<file path="config.mk">
export PLATFORM = sky130hd
export DESIGN_NAME = sr_ff_bank
export DESIGN_NICKNAME = d
export VERILOG_FILES = /design/src/rtl/sr_ff_pkg.sv /design/src/rtl/sr_ff_cell.sv /design/src/rtl/sr_ff_bank.sv
export SDC_FILE = /design/constraint.sdc
export NUM_CORES = 1
export LEC_CHECK = 0
export CAP_MARGIN = 40
export CORE_MARGIN = 2
export CORE_UTILIZATION = 42
export CTS_BUF_LIST = sky130_fd_sc_hd__clkbuf_8
export CTS_CLUSTER_SIZE = 30
export DETAILED_ROUTE_END_ITERATION = 8
export GPL_TIMING_DRIVEN = 0
export PLACE_DENSITY = 0.83
export SYNTH_ARGS = -nofsm -noshare
export SYNTH_HDL_FRONTEND = slang
export SYNTH_HIERARCHICAL = 1
export SYNTH_SLANG_ARGS = --single-unit
</file>
<file path="constraint.sdc">
create_clock -name clk -period 1 [get_ports clk]
set_clock_uncertainty 0.05 [all_clocks]
set_input_delay 0.2 -clock clk [delete_from_list [all_inputs] [get_ports clk]]
set_output_delay 0.2 -clock clk [all_outputs]
set_load 0.02 [all_outputs]
</file>
<file path="src/rtl/sr_ff_pkg.sv">
// -----------------------------------------------------------------------------
// sr_ff_pkg
// Shared types and next-state rule for the sr_ff_bank flip-flop bank.
//   sr_mode_e : resolution applied when S and R are both high on an edge.
//   sr_next() : next state of a single SR bit given its current state,
//               set, reset and the resolution mode.
// -----------------------------------------------------------------------------
package sr_ff_pkg;

    typedef enum logic [1:0] {
        SR_HOLD    = 2'd0,
        SR_SET_PRI = 2'd1,
        SR_RST_PRI = 2'd2,
        SR_TOGGLE  = 2'd3
    } sr_mode_e;

    function automatic logic sr_next(
        input logic     q,
        input logic     s,
        input logic     r,
        input sr_mode_e mode
    );
        logic result;
        // NOTE: result gets a value before any branch so every path through
        // the function is defined; the same habit keeps always_comb latch-free.
        result = q;
        unique case ({s, r})
            2'b10:   result = 1'b1;
            2'b01:   result = 1'b0;
            2'b11: begin
                unique case (mode)
                    SR_HOLD:    result = q;
                    SR_SET_PRI: result = 1'b1;
                    SR_RST_PRI: result = 1'b0;
                    SR_TOGGLE:  result = ~q;
                    default:    result = q;
                endcase
            end
            default: result = q;
        endcase
        return result;
    endfunction

endpackage

</file>
<file path="src/rtl/sr_ff_cell.sv">
// -----------------------------------------------------------------------------
// sr_ff_cell
// One edge-triggered SR flip-flop with enable and a registered change flag.
// Ports:
//   clk  - rising-edge clock
//   rst  - asynchronous active-high reset, loads INIT_BIT
//   en   - enable; when low the bit holds
//   s, r - set / reset inputs
//   mode - resolution when s and r are both high
//   q    - stored bit
//   chg  - high for one cycle after an edge on which q changed
// -----------------------------------------------------------------------------
module sr_ff_cell
    import sr_ff_pkg::*;
#(
    parameter logic INIT_BIT = 1'b0
) (
    input  logic     clk,
    input  logic     rst,
    input  logic     en,
    input  logic     s,
    input  logic     r,
    input  sr_mode_e mode,
    output logic     q,
    output logic     chg
);

    logic q_next;

    always_comb begin
        q_next = q;
        if (en) begin
            q_next = sr_next(q, s, r, mode);
        end
    end

    // NOTE: state registers use non-blocking assignments so every flop samples
    // pre-edge values; chg relies on seeing the old q here.
    always_ff @(posedge clk or posedge rst) begin
        if (rst) begin
            q   <= INIT_BIT;
            chg <= 1'b0;
        end else begin
            q   <= q_next;
            chg <= q_next ^ q;
        end
    end

endmodule

</file>
<file path="src/rtl/sr_ff_bank.sv">
// -----------------------------------------------------------------------------
// sr_ff_bank
// Bank of WIDTH clocked SR flip-flops with shared clock and enable, run-time
// S=R=1 resolution, per-bit change pulses and conflict detection.
// Optional feature macro: SR_FF_BANK_CONFLICT_CNT_EN
//   defined   - conflict_cnt is a saturating count of conflicting enabled
//               edges, cleared synchronously by clr_cnt
//   undefined - no counter is built, conflict_cnt reads 0, clr_cnt is ignored
// Ports:
//   clk          - rising-edge clock
//   rst          - asynchronous active-high reset
//   E            - global enable
//   S, R         - per-channel set / reset
//   MODE         - S=R=1 resolution (0 hold, 1 set, 2 reset, 3 toggle)
//   clr_cnt      - synchronous clear of the conflict counter
//   Q, Q_L       - stored state and its complement
//   chg          - per-bit one-cycle pulse for bits that changed on last edge
//   conflict     - one-cycle pulse after an enabled edge with any S&R bit
//   conflict_cnt - saturating conflict count
// -----------------------------------------------------------------------------
module sr_ff_bank
    import sr_ff_pkg::*;
#(
    parameter int               WIDTH = 8,
    parameter logic [WIDTH-1:0] INIT  = '0,
    parameter int               CNT_W = 8
) (
    input  logic             clk,
    input  logic             rst,
    input  logic             E,
    input  logic [WIDTH-1:0] S,
    input  logic [WIDTH-1:0] R,
    input  logic [1:0]       MODE,
    input  logic             clr_cnt,
    output logic [WIDTH-1:0] Q,
    output logic [WIDTH-1:0] Q_L,
    output logic [WIDTH-1:0] chg,
    output logic             conflict,
    output logic [CNT_W-1:0] conflict_cnt
);

    sr_mode_e mode;
    logic     conflict_now;

    assign mode         = sr_mode_e'(MODE);
    assign conflict_now = E & (|(S & R));

    for (genvar i = 0; i < WIDTH; i++) begin : g_cell
        sr_ff_cell #(
            .INIT_BIT (INIT[i])
        ) u_cell (
            .clk  (clk),
            .rst  (rst),
            .en   (E),
            .s    (S[i]),
            .r    (R[i]),
            .mode (mode),
            .q    (Q[i]),
            .chg  (chg[i])
        );
    end

    // Complement comes from the Q flops themselves, so Q and Q_L never agree.
    assign Q_L = ~Q;

    always_ff @(posedge clk or posedge rst) begin
        if (rst) begin
            conflict <= 1'b0;
        end else begin
            conflict <= conflict_now;
        end
    end

`ifdef SR_FF_BANK_CONFLICT_CNT_EN
    always_ff @(posedge clk or posedge rst) begin
        if (rst) begin
            conflict_cnt <= '0;
        end else if (clr_cnt) begin
            conflict_cnt <= '0;
        end else if (conflict_now && (conflict_cnt != {CNT_W{1'b1}})) begin
            conflict_cnt <= conflict_cnt + 1'b1;
        end
    end
`else
    logic unused_clr_cnt;

    assign unused_clr_cnt = clr_cnt;
    assign conflict_cnt   = '0;
`endif

endmodule

</file>
==> impl_metrics.prom <==
# TYPE chip_impl_metric gauge
chip_impl_info{name="outcome",value="finished with violations"} 1
chip_impl_info{name="violated_checks",value="setup timing"} 1
chip_impl_info{name="worstSetupPathType",value="reg -> out"} 1
chip_impl_metric{name="ant_nets",unit=""} 0
chip_impl_metric{name="numCtsBuffers",unit=""} 3
chip_impl_metric{name="r2r_setup_slack",unit="ns"} -0.03
chip_impl_info{name="rsz0062_at_grt",value="true"} 1
chip_impl_info{name="worst_setup_path_start_kind",value="flip-flop"} 1
chip_impl_metric{name="floorplan.rows",unit=""} 18
chip_impl_metric{name="async_flop_share",unit="%"} 100
chip_impl_metric{name="final_routed_drc_violation_total",unit=""} 0
chip_impl_metric{name="syn_to_final_growth",unit="%"} 67.8
chip_impl_metric{name="nFillCells",unit=""} 177
chip_impl_info{name="dominantRegCellSynth",value="dfrtp_1"} 1
chip_impl_metric{name="static-leakage-power",unit="nW"} 0.952
chip_impl_metric{name="synth_top_cell_area_share",unit="%"} 37.8
chip_impl_metric{name="finalNetCount",unit=""} 226
chip_impl_metric{name="grt_start_max_net_pins",unit=""} 31
chip_impl_metric{name="io-pin-count",unit=""} 55
chip_impl_metric{name="timing.critical_path.arrival",unit="ns"} 0.86
chip_impl_metric{name="initial_core_util",unit="%"} 45.0
chip_impl_info{name="most_common_library_cells_after_synthesis",value="inv_1 (18), dfrtp_1 (17), nand2b_1 (16)"} 1
chip_impl_metric{name="multiInputGateArea",unit="sq um"} 631
chip_impl_metric{name="netlist-cell-type-count",unit=""} 16
chip_impl_metric{name="fmax",unit="MHz"} 898
chip_impl_info{name="holdCritPathClass",value="in -> reg"} 1
chip_impl_info{name="most_frequent_cell_after_synthesis",value="inv_1"} 1
chip_impl_metric{name="ys_warn_count",unit=""} 6
chip_impl_metric{name="synth_edf_count",unit=""} 0
chip_impl_metric{name="final-hold-violation-count",unit=""} 0
chip_impl_metric{name="critical_path_fanouts_max",unit=""} 3
chip_impl_metric{name="drt_iter0_drc",unit=""} 39
chip_impl_metric{name="buffer_ports.inserted",unit=""} 45
chip_impl_metric{name="avg_wl_per_cell",unit="um"} 13.9
chip_impl_metric{name="post_synth.cell_area_avg",unit="sq um"} 8.22
chip_impl_metric{name="cts_htree_levels",unit=""} 1
chip_impl_metric{name="drt_pre_antenna_iters",unit=""} 4
chip_impl_metric{name="cts_buffer_depth",unit=""} 2
chip_impl_metric{name="power_per_cell_area",unit="nW/um^2"} 1290
chip_impl_metric{name="clock-sinks",unit=""} 17
chip_impl_metric{name="vdd_drop_max",unit="mV"} 0.935
chip_impl_metric{name="gpl_congestion",unit=""} 0.794
chip_impl_metric{name="cap_violations",unit=""} 0
chip_impl_metric{name="first_global_vias",unit=""} 1193
chip_impl_metric{name="worst_setup_hold_path_clk_slew",unit="ns"} 0.06
chip_impl_metric{name="setup_total_negative_slack",unit="ns"} -1.57
chip_impl_metric{name="die-height",unit="um"} 55.8
chip_impl_metric{name="finalMaxSlewViolations",unit=""} 0
chip_impl_info{name="tritoncts",value="done"} 1
chip_impl_metric{name="drive_gt1_share",unit="%"} 38.4
chip_impl_metric{name="fp.dieW",unit="um"} 55.8
chip_impl_metric{name="overflow",unit=""} 0
chip_impl_metric{name="ys_seq_elements",unit=""} 17
chip_impl_metric{name="antenna_found_initial",unit=""} 0
chip_impl_metric{name="post_drt_via_cell_ratio",unit=""} 5.21
chip_impl_metric{name="holdWs",unit="ns"} 0.260
chip_impl_metric{name="routed-via-count",unit=""} 1214
chip_impl_metric{name="dp.final_hpwl",unit="um"} 2270
chip_impl_metric{name="antenna_cells",unit=""} 0
chip_impl_info{name="yosys-top-cells-area",value="dfrtp_1 (38%), nand2b_1 (8.9%), nor3_2 (7.1%), inv_1 (6.0%), a21boi_0 (5.3%)"} 1
chip_impl_metric{name="grtUsageTotal",unit="%"} 20.5
chip_impl_metric{name="sequential_cell_area_fraction_in_the_yosys_report",unit="%"} 37.8
chip_impl_metric{name="critPathRequiredTime",unit="ns"} 0.75
chip_impl_metric{name="clk_latency",unit="ns"} 0.25
chip_impl_info{name="post-synth-top-area-cell",value="dfrtp_1"} 1
chip_impl_info{name="critical_path_capture_point_type",value="primary output"} 1
chip_impl_metric{name="fin_crit_sh",unit="%"} 111
chip_impl_metric{name="routed_wirelength",unit="um"} 3230
chip_impl_metric{name="grt_first_pass_wirelength",unit="um"} 5070
chip_impl_metric{name="post_synth_inst_count",unit=""} 137
chip_impl_metric{name="final.setup.worst_slack",unit="ns"} -0.114
chip_impl_metric{name="die_area",unit="sq um"} 3110
chip_impl_metric{name="report.final.setup_viol",unit=""} 27
chip_impl_metric{name="core_area",unit="sq um"} 2500
chip_impl_info{name="cts.root.buffer_cell",value="clkbuf_8"} 1
chip_impl_metric{name="finalWorstPathRequiredPeriod",unit="ns"} 1.11
chip_impl_metric{name="flip_flop_and_latch_area",unit="sq um"} 435
chip_impl_metric{name="synthesis.area",unit="sq um"} 1130
worst max-delay path: stages (launching register included):
cell and delay, ns:
dfrtp_2 0.44, inv_2 0.07, buf_6 0.11
registers in the layout (all words and copies together) (netlist names):
register           count
g_cell.u_cell/chg      8
g_cell.u_cell/q        8
conflict               1
area by class of cell:
type | count | area share, %
timing repair buffer | 55 | 32.5
sequential | 17 | 23.0
clock inverter | 1 | 0.199
tap | 30 | 1.99
clock buffer | 3 | 2.19
multi-input combinational | 101 | 33.4
inverter | 18 | 3.58
buffer | 8 | 3.18
metal layers:
metal | GRT usage [%] | vias to the layer above | share of wire (%)
li1 | - | 587 | -
met2 | 38.1 | 52 | 53
met5 | 0 | - | 0
met1 | 22.6 | 569 | 39
met4 | 9.41 | 0 | 1.8
met3 | 3.26 | 6 | 6.4
final timing paths:
| kind | from | endpoint | depth (start not counted) |
|---|---|---|---|
| max | g_cell[4].u_cell/q$_DFF_PP0_ | Q_L[4] | 2 |
| min | S[0] | g_cell[0].u_cell/chg$_DFF_PP0_ | 3 |
| max reg2reg | g_cell[2].u_cell/q$_DFF_PP0_ | g_cell[2].u_cell/q$_DFF_PP0_ | 4 |
| min reg2reg | g_cell[2].u_cell/q$_DFF_PP0_ | g_cell[2].u_cell/chg$_DFF_PP0_ | 2 |
| max in group asynchronous | rst | g_cell[2].u_cell/q$_DFF_PP0_ | 2 |
| min in group asynchronous | rst | conflict$_DFF_PP0_ | 2 |
cell usage in the layout, fill, tap and decap left out, types with 8 or more instances in the layout:
| cell | count |
|---|---|
| nand3_1 | 8 |
| nand2b_1 | 16 |
| a21oi_1 | 8 |
| buf_4 | 10 |
| nor2_1 | 8 |
| dlymetal6s2s_1 | 10 |
| dfrtp_1 | 9 |
| nor3_2 | 8 |
| nand2_1 | 8 |
| dfrtp_2 | 8 |
| conb_1 | 8 |
| inv_1 | 11 |
| nand3b_1 | 8 |
| inv_2 | 8 |
| nand4_1 | 8 |
| buf_6 | 32 |
cell families after synthesis:
family	share of synthesized area, %
flops	37.8
compound gates	15.9
simple gates	34.7
other cells	0.333
buf+inv	11.3
power breakdown:
part           internal, mW  switching, mW
clock network         0.272          0.224
registers             0.775         0.0887
logic                 0.553          0.534
total                  1.60          0.847
metrics by stage:
step                total power [mW]  cell area (sq um)  setup WS, ns  instances  utilization (%)
detailed placement              1.75               1660        -0.621        220             66.2
global route                    2.57               1890        -0.136        233             75.6
floorplan                       1.30               1150        0.0232        144                -
CTS                             2.42               1820        -0.106        233             72.8
global placement                1.71               1640        -0.868        219             65.6
finish                          2.45               1890        -0.114        233             75.6
what timing repair did:
item	CTS	global route
hold endpoints to repair	0	0
hold buffers	0	0
gates resized for setup	180	24
endpoints found under the setup margin	42	42
buffers inserted	9	0
pin swaps	9	6
(Power assumes the default switching activity.)
